--- src/rtl/grid_io_cfg_tile.sv ---
// ============================================================================
// Module   : grid_io_cfg_tile
// Brief    : IO grid tile holding a shadow configuration chain, a committed
//            active register, and the pad direction/invert/isolation muxes.
//            The optional macro GRID_IO_CFG_PARITY_EN appends an even-parity
//            bit to the chain and adds a parity check on commit.
// Revision : 1.0 - initial release
// ============================================================================
`default_nettype none

module grid_io_cfg_tile #(
    parameter int NUM_IO   = 4,
    parameter int CFG_BITS = 2
) (
    input  logic              prog_clk,
    input  logic              prog_reset,
    input  logic              ccff_head,
    input  logic              ccff_en,
    input  logic              ccff_commit,
    output logic              ccff_tail,
    output logic              cfg_valid,
    output logic              cfg_err,
    input  logic              isol_n,
    input  logic [NUM_IO-1:0] gfpga_pad_io_soc_in,
    output logic [NUM_IO-1:0] gfpga_pad_io_soc_out,
    output logic [NUM_IO-1:0] gfpga_pad_io_soc_dir,
    input  logic [NUM_IO-1:0] io_outpad,
    output logic [NUM_IO-1:0] io_inpad
);

    localparam int L  = NUM_IO * CFG_BITS;
`ifdef GRID_IO_CFG_PARITY_EN
    localparam int CL = L + 1;
`else
    localparam int CL = L;
`endif
    localparam int CW = $clog2(CL + 2);

    localparam logic [CW-1:0] CNT_FULL = CW'(CL);
    localparam logic [CW-1:0] CNT_SAT  = CW'(CL + 1);

    // Reset image of the active register: every IO an input, no inversion.
    function automatic logic [L-1:0] active_reset_value();
        logic [L-1:0] r;
        r = '0;
        for (int i = 0; i < NUM_IO; i++) begin
            r[i*CFG_BITS] = 1'b1;
        end
        return r;
    endfunction

    localparam logic [L-1:0] ACTIVE_RST = active_reset_value();

    typedef enum logic [1:0] {
        UNCONF  = 2'd0,
        LOADING = 2'd1,
        READY   = 2'd2
    } state_t;

    state_t          state_q, state_d;
    logic [CL-1:0]   shadow_q, shadow_d;
    logic [L-1:0]    active_q, active_d;
    logic [CW-1:0]   cnt_q, cnt_d;
    logic            valid_q, valid_d;
    logic            err_q, err_d;
    logic            commit_ok;

    // A commit is accepted only when exactly the chain length was shifted
    // (and, with parity enabled, the whole chain XORs to zero).
`ifdef GRID_IO_CFG_PARITY_EN
    assign commit_ok = (cnt_q == CNT_FULL) && ~(^shadow_q);
`else
    assign commit_ok = (cnt_q == CNT_FULL);
`endif

    // Next-state logic: commit has priority over shift in the same cycle.
    always_comb begin
        state_d  = state_q;
        shadow_d = shadow_q;
        active_d = active_q;
        cnt_d    = cnt_q;
        valid_d  = valid_q;
        err_d    = err_q;
        if (ccff_commit) begin
            cnt_d = '0;
            if (commit_ok) begin
                active_d = shadow_q[L-1:0];
                valid_d  = 1'b1;
                err_d    = 1'b0;
                state_d  = READY;
            end else begin
                err_d   = 1'b1;
                state_d = valid_q ? READY : UNCONF;
            end
        end else if (ccff_en) begin
            if (CL > 1) begin
                shadow_d = {shadow_q[CL-2:0], ccff_head};
            end else begin
                shadow_d = CL'(ccff_head);
            end
            if (cnt_q != CNT_SAT) begin
                cnt_d = cnt_q + CW'(1);
            end
            state_d = LOADING;
        end
    end

    // State registers with asynchronous active-low reset.
    always_ff @(posedge prog_clk or negedge prog_reset) begin
        if (!prog_reset) begin
            state_q  <= UNCONF;
            shadow_q <= '0;
            active_q <= ACTIVE_RST;
            cnt_q    <= '0;
            valid_q  <= 1'b0;
            err_q    <= 1'b0;
        end else begin
            state_q  <= state_d;
            shadow_q <= shadow_d;
            active_q <= active_d;
            cnt_q    <= cnt_d;
            valid_q  <= valid_d;
            err_q    <= err_d;
        end
    end

    assign ccff_tail = shadow_q[CL-1];
    assign cfg_valid = valid_q;
    assign cfg_err   = err_q;

    // Per-IO pad muxing; only dir (bit0) and inv (bit1) are interpreted.
    for (genvar i = 0; i < NUM_IO; i++) begin : g_io
        logic dir_w;
        logic inv_w;
        assign dir_w = active_q[i*CFG_BITS];
        assign inv_w = active_q[i*CFG_BITS+1];
        assign gfpga_pad_io_soc_dir[i] = isol_n ? dir_w : 1'b1;
        assign gfpga_pad_io_soc_out[i] = (isol_n & ~dir_w) ? (io_outpad[i] ^ inv_w) : 1'b0;
        assign io_inpad[i]             = (isol_n &  dir_w) ? (gfpga_pad_io_soc_in[i] ^ inv_w) : 1'b0;
    end

endmodule

`default_nettype wire

--- config.mk ---
export PLATFORM = sky130hd
export DESIGN_NAME = grid_io_cfg_tile
export DESIGN_NICKNAME = d
export VERILOG_FILES = /design/src/rtl/grid_io_cfg_tile.sv
export SDC_FILE = /design/constraint.sdc
export NUM_CORES = 1
export LEC_CHECK = 0
export ABC_AREA = 1
export CAP_MARGIN = 25
export CELL_PAD_IN_SITES_DETAIL_PLACEMENT = 0
export CELL_PAD_IN_SITES_GLOBAL_PLACEMENT = 1
export CORE_MARGIN = 2
export CORE_UTILIZATION = 38
export DETAILED_ROUTE_END_ITERATION = 10
export HOLD_SLACK_MARGIN = 0.1
export PLACE_DENSITY = 0.88
export SYNTH_ARGS = -nofsm -noshare
export SYNTH_HDL_FRONTEND = slang
export SYNTH_SLANG_ARGS = --single-unit
export TNS_END_PERCENT = 5
--- constraint.sdc ---
create_clock -name prog_clk -period 2.1 [get_ports prog_clk]
set_input_delay 0.315 -clock prog_clk [delete_from_list [all_inputs] [get_ports prog_clk]]
set_output_delay 0.315 -clock prog_clk [all_outputs]
set_load 0.02 [all_outputs]
==> metrics.txt, run 1 <==
# TYPE chip_impl_metric gauge
chip_impl_info{name="outcome",value="finished, final reports clean"} 1
chip_impl_metric{name="rows",unit=""} 19
chip_impl_info{name="critical_path.startpoint_type",value="register"} 1
chip_impl_metric{name="core-area",unit="um^2"} 2780
chip_impl_info{name="root_buffer",value="clkbuf_4"} 1
chip_impl_metric{name="hpwl",unit="um"} 1560
chip_impl_metric{name="yosysSeqAreaShare",unit=""} 0.496
chip_impl_metric{name="io-pin-count",unit=""} 29
chip_impl_info{name="hp-class",value="in -> async"} 1
chip_impl_metric{name="layout_cells_sized_above_1",unit=""} 0.149
chip_impl_metric{name="clock-sinks",unit=""} 22
chip_impl_metric{name="number_of_antenna_violations_at_the_first_check_in_global_routing",unit=""} 0
chip_impl_metric{name="post-cts-setup-buffer-count",unit=""} 0
chip_impl_metric{name="via_density_per_instance",unit=""} 4.74
chip_impl_metric{name="share_of_the_cycle_needed_by_the_critical_path_after_routing",unit=""} 0.950
chip_impl_metric{name="syn-instance-count",unit=""} 124
chip_impl_metric{name="final.min_clock_period",unit="ns"} 1.99
chip_impl_metric{name="finalHoldWorstSlack",unit="ns"} 0.346
chip_impl_metric{name="skew",unit="ns"} 0.00977
chip_impl_metric{name="num_vias",unit=""} 876
chip_impl_metric{name="clock_latency",unit="ns"} 0.31
chip_impl_metric{name="path_buf_inv",unit=""} 1
chip_impl_metric{name="mean_instance_size_in_the_synthesized_netlist",unit="um^2"} 9.03
chip_impl_metric{name="die_width",unit="um"} 58.3
chip_impl_metric{name="routed_wl",unit="um"} 2010
chip_impl_metric{name="grt_start_max_net_pins",unit=""} 19
chip_impl_metric{name="layout_area_overhead",unit="%"} 31.1
chip_impl_metric{name="slew_viol_final",unit=""} 0
chip_impl_metric{name="fin_tns_setup",unit="ns"} 0
chip_impl_metric{name="final-setup-viol-count",unit=""} 0
chip_impl_metric{name="cp_data_required_time",unit="ns"} 1.78
chip_impl_metric{name="postRouteAntennaNets",unit=""} 0
chip_impl_metric{name="finalPower",unit="mW"} 0.947
chip_impl_metric{name="cts.path.max_buffers",unit=""} 2
chip_impl_metric{name="post_synth_num_cell_types",unit=""} 22
chip_impl_metric{name="via_count_of_the_first_global_routing_pass",unit=""} 791
chip_impl_metric{name="crit_path_max_fanout",unit=""} 3
chip_impl_metric{name="dieArea",unit="um^2"} 3400
chip_impl_metric{name="firstDrtPassIters",unit=""} 4
chip_impl_metric{name="synth.ff_latch_count",unit=""} 22
chip_impl_metric{name="hold_viol_final",unit=""} 0
chip_impl_metric{name="drt-initial-drc-count",unit=""} 17
chip_impl_metric{name="crit_arrival",unit="ns"} 1.68
chip_impl_metric{name="dp_cells",unit=""} 181
chip_impl_info{name="path_delay_family",value="buffers and inverters"} 1
chip_impl_metric{name="drcViolationCount",unit=""} 0
chip_impl_info{name="tritoncts_clock_tree",value="built"} 1
chip_impl_metric{name="finish.utilization",unit=""} 0.528
chip_impl_metric{name="crit_path_max_incr_delay",unit="ns"} 0.61
chip_impl_metric{name="die_y",unit="um"} 58.3
chip_impl_metric{name="cts_htree_levels",unit=""} 1
chip_impl_metric{name="antenna_cells",unit=""} 0
chip_impl_metric{name="track_usage",unit=""} 0.134
chip_impl_metric{name="cts_resized",unit=""} 4
chip_impl_metric{name="effective_utilization_at_floorplan",unit=""} 0.403
chip_impl_metric{name="power.ir.vdd_worst",unit="V"} 0.000468
chip_impl_info{name="timing.critical_path.slowest_stage_cell",value="clkdlybuf4s50_1"} 1
chip_impl_metric{name="post_synth_instance_area",unit="um^2"} 1120
chip_impl_metric{name="post_cts_hold_buffer_count",unit=""} 0
chip_impl_metric{name="finalWeightedCongestion",unit=""} 0.676
chip_impl_metric{name="ys_warns",unit=""} 0
chip_impl_metric{name="total_leakage_power",unit="nW"} 0.663
chip_impl_metric{name="design.final.nets",unit=""} 172
chip_impl_metric{name="detail_route.wl_per_cell",unit="um"} 10.9
chip_impl_info{name="critical_path_class",value="reg -> out"} 1
chip_impl_info{name="path_cells",value="o211ai_1 -> a21oi_1 -> clkdlybuf4s50_1"} 1
chip_impl_metric{name="buffer_ports.inserted",unit=""} 28
chip_impl_metric{name="max_slew.worst_pin.slew",unit="ns"} 0.553
chip_impl_metric{name="num-fill-cells",unit=""} 242
chip_impl_metric{name="max_slew_margin",unit=""} 0.630
chip_impl_metric{name="syn-num-nets",unit=""} 141
chip_impl_metric{name="global_route.overflow_total",unit=""} 0
chip_impl_info{name="rsz_0062_raised_after_global_routing",value="no"} 1
chip_impl_metric{name="layoutNonFillerInstCount",unit=""} 185
chip_impl_metric{name="grt_pass1_wl",unit="um"} 3520
chip_impl_metric{name="path_clk_slew",unit="ns"} 0.12
chip_impl_metric{name="cap_violations",unit=""} 0
chip_impl_metric{name="cts_buffers",unit=""} 3
chip_impl_metric{name="pwr_density_cell",unit="nW/um^2"} 645
chip_impl_info{name="crit_path_end_kind",value="primary output"} 1
chip_impl_metric{name="fmax",unit="MHz"} 501
worst register-to-register path, delay by kind of cell (launching register included):
family	cells	cell delay (ns)
flops	1	0.46
fa+ha+maj	1	0.23
simple gates	2	0.43
buf+inv	2	0.18
metal layers:
layer  up-vias  track usage  routed length [um]
met5         -            0                   0
met3         5       0.0223                 100
met2        22        0.207                 891
li1        457            -                   -
met1       392        0.185                 979
met4         0       0.0598                  37
synth_stat cells (all sizes together):
cell type	n	area share
buf	2	0.020
o21ai	18	0.11
ha	3	0.034
o211ai	4	0.027
xnor2	4	0.031
nor2	8	0.040
inv	18	0.060
dfstp	4	0.094
nand3	6	0.038
nand4	1	0.0056
or2	1	0.0056
xor2	1	0.0078
nand2	31	0.11
a21oi	4	0.018
dfrtp	18	0.40
clkbuf	1	0.0033
through the flow:
| step | area, um^2 | worst slack [ns] |
|---|---|---|
| after floorplan | 1120 | 0.713 |
| after global placement | 1420 | -0.0199 |
| after detailed placement | 1420 | -0.0483 |
| after CTS | 1470 | 0.0906 |
| after global routing | 1470 | 0.0156 |
| final | 1470 | 0.105 |
cells in the final DEF (no fill, tap or decap), drive strengths merged, types with 3 or more instances in the layout:
cell type	n
a21oi	4
clkbuf	3
clkdlybuf4s50	24
dfrtp	18
dfstp	4
dlygate4sd2	4
ha	3
inv	18
nand2	31
nand3	6
nor2	8
o211ai	4
o21ai	18
xnor2	4
cell families after synthesis:
kind of cell             Yosys count  share of synthesized area
AND/OR/NAND/NOR                   47                      0.196
AO/OA/AOI/OAI                     26                      0.152
flip-flops                        22                      0.496
buffers and inverters             21                     0.0838
XOR/XNOR                           5                     0.0391
adder cells (fa/ha/maj)            3                     0.0335
power by group:
group	total, mW	internal (mW)	switching [mW]
clock network	0.319	0.193	0.126
registers	0.477	0.456	0.0208
logic	0.151	0.0668	0.0839
flip-flops by register name (all words and copies together) (netlist names):
register / flops
active_q: 8
shadow_q: 8
cnt_q: 4
cfg_err: 1
cfg_valid: 1
final cells by class:
cell class / count / area (um^2) / area share
Clock buffer: 3 / 22.5 / 0.0153
Clock inverter: 1 / 30.0 / 0.0205
Inverter: 18 / 67.6 / 0.0460
Multi-Input combinational cell: 81 / 470 / 0.321
Sequential cell: 22 / 556 / 0.379
Tap cell: 31 / 38.8 / 0.0264
Timing Repair Buffer: 29 / 283 / 0.193
worst paths after layout:
| kind | start | slack [ns] | endpoint | cells past startpoint |
|---|---|---|---|---|
| setup / recovery | active_q[2] | 0.11 | io_inpad[1] | 3 |
| hold / removal | prog_reset | 0.35 | cnt_q[1] | 1 |
| setup reg to reg | cnt_q[0] | 0.71 | cfg_valid | 5 |
| hold reg to reg | cfg_valid | 0.49 | cfg_valid | 1 |
| max in group asynchronous | prog_reset | 1.20 | shadow_q[6] | 2 |
| min in group prog_clk | cfg_valid | 0.49 | cfg_valid | 1 |
No activity file was read; power rests on OpenSTA's default activity.
==> run 2, diff against run 1 <==
Settings changed: CAP_MARGIN 25 to 30, SLEW_MARGIN set to 20.
==> results of run 2 <==
The final DEF is identical to that of run 1; final timing and power are the same.
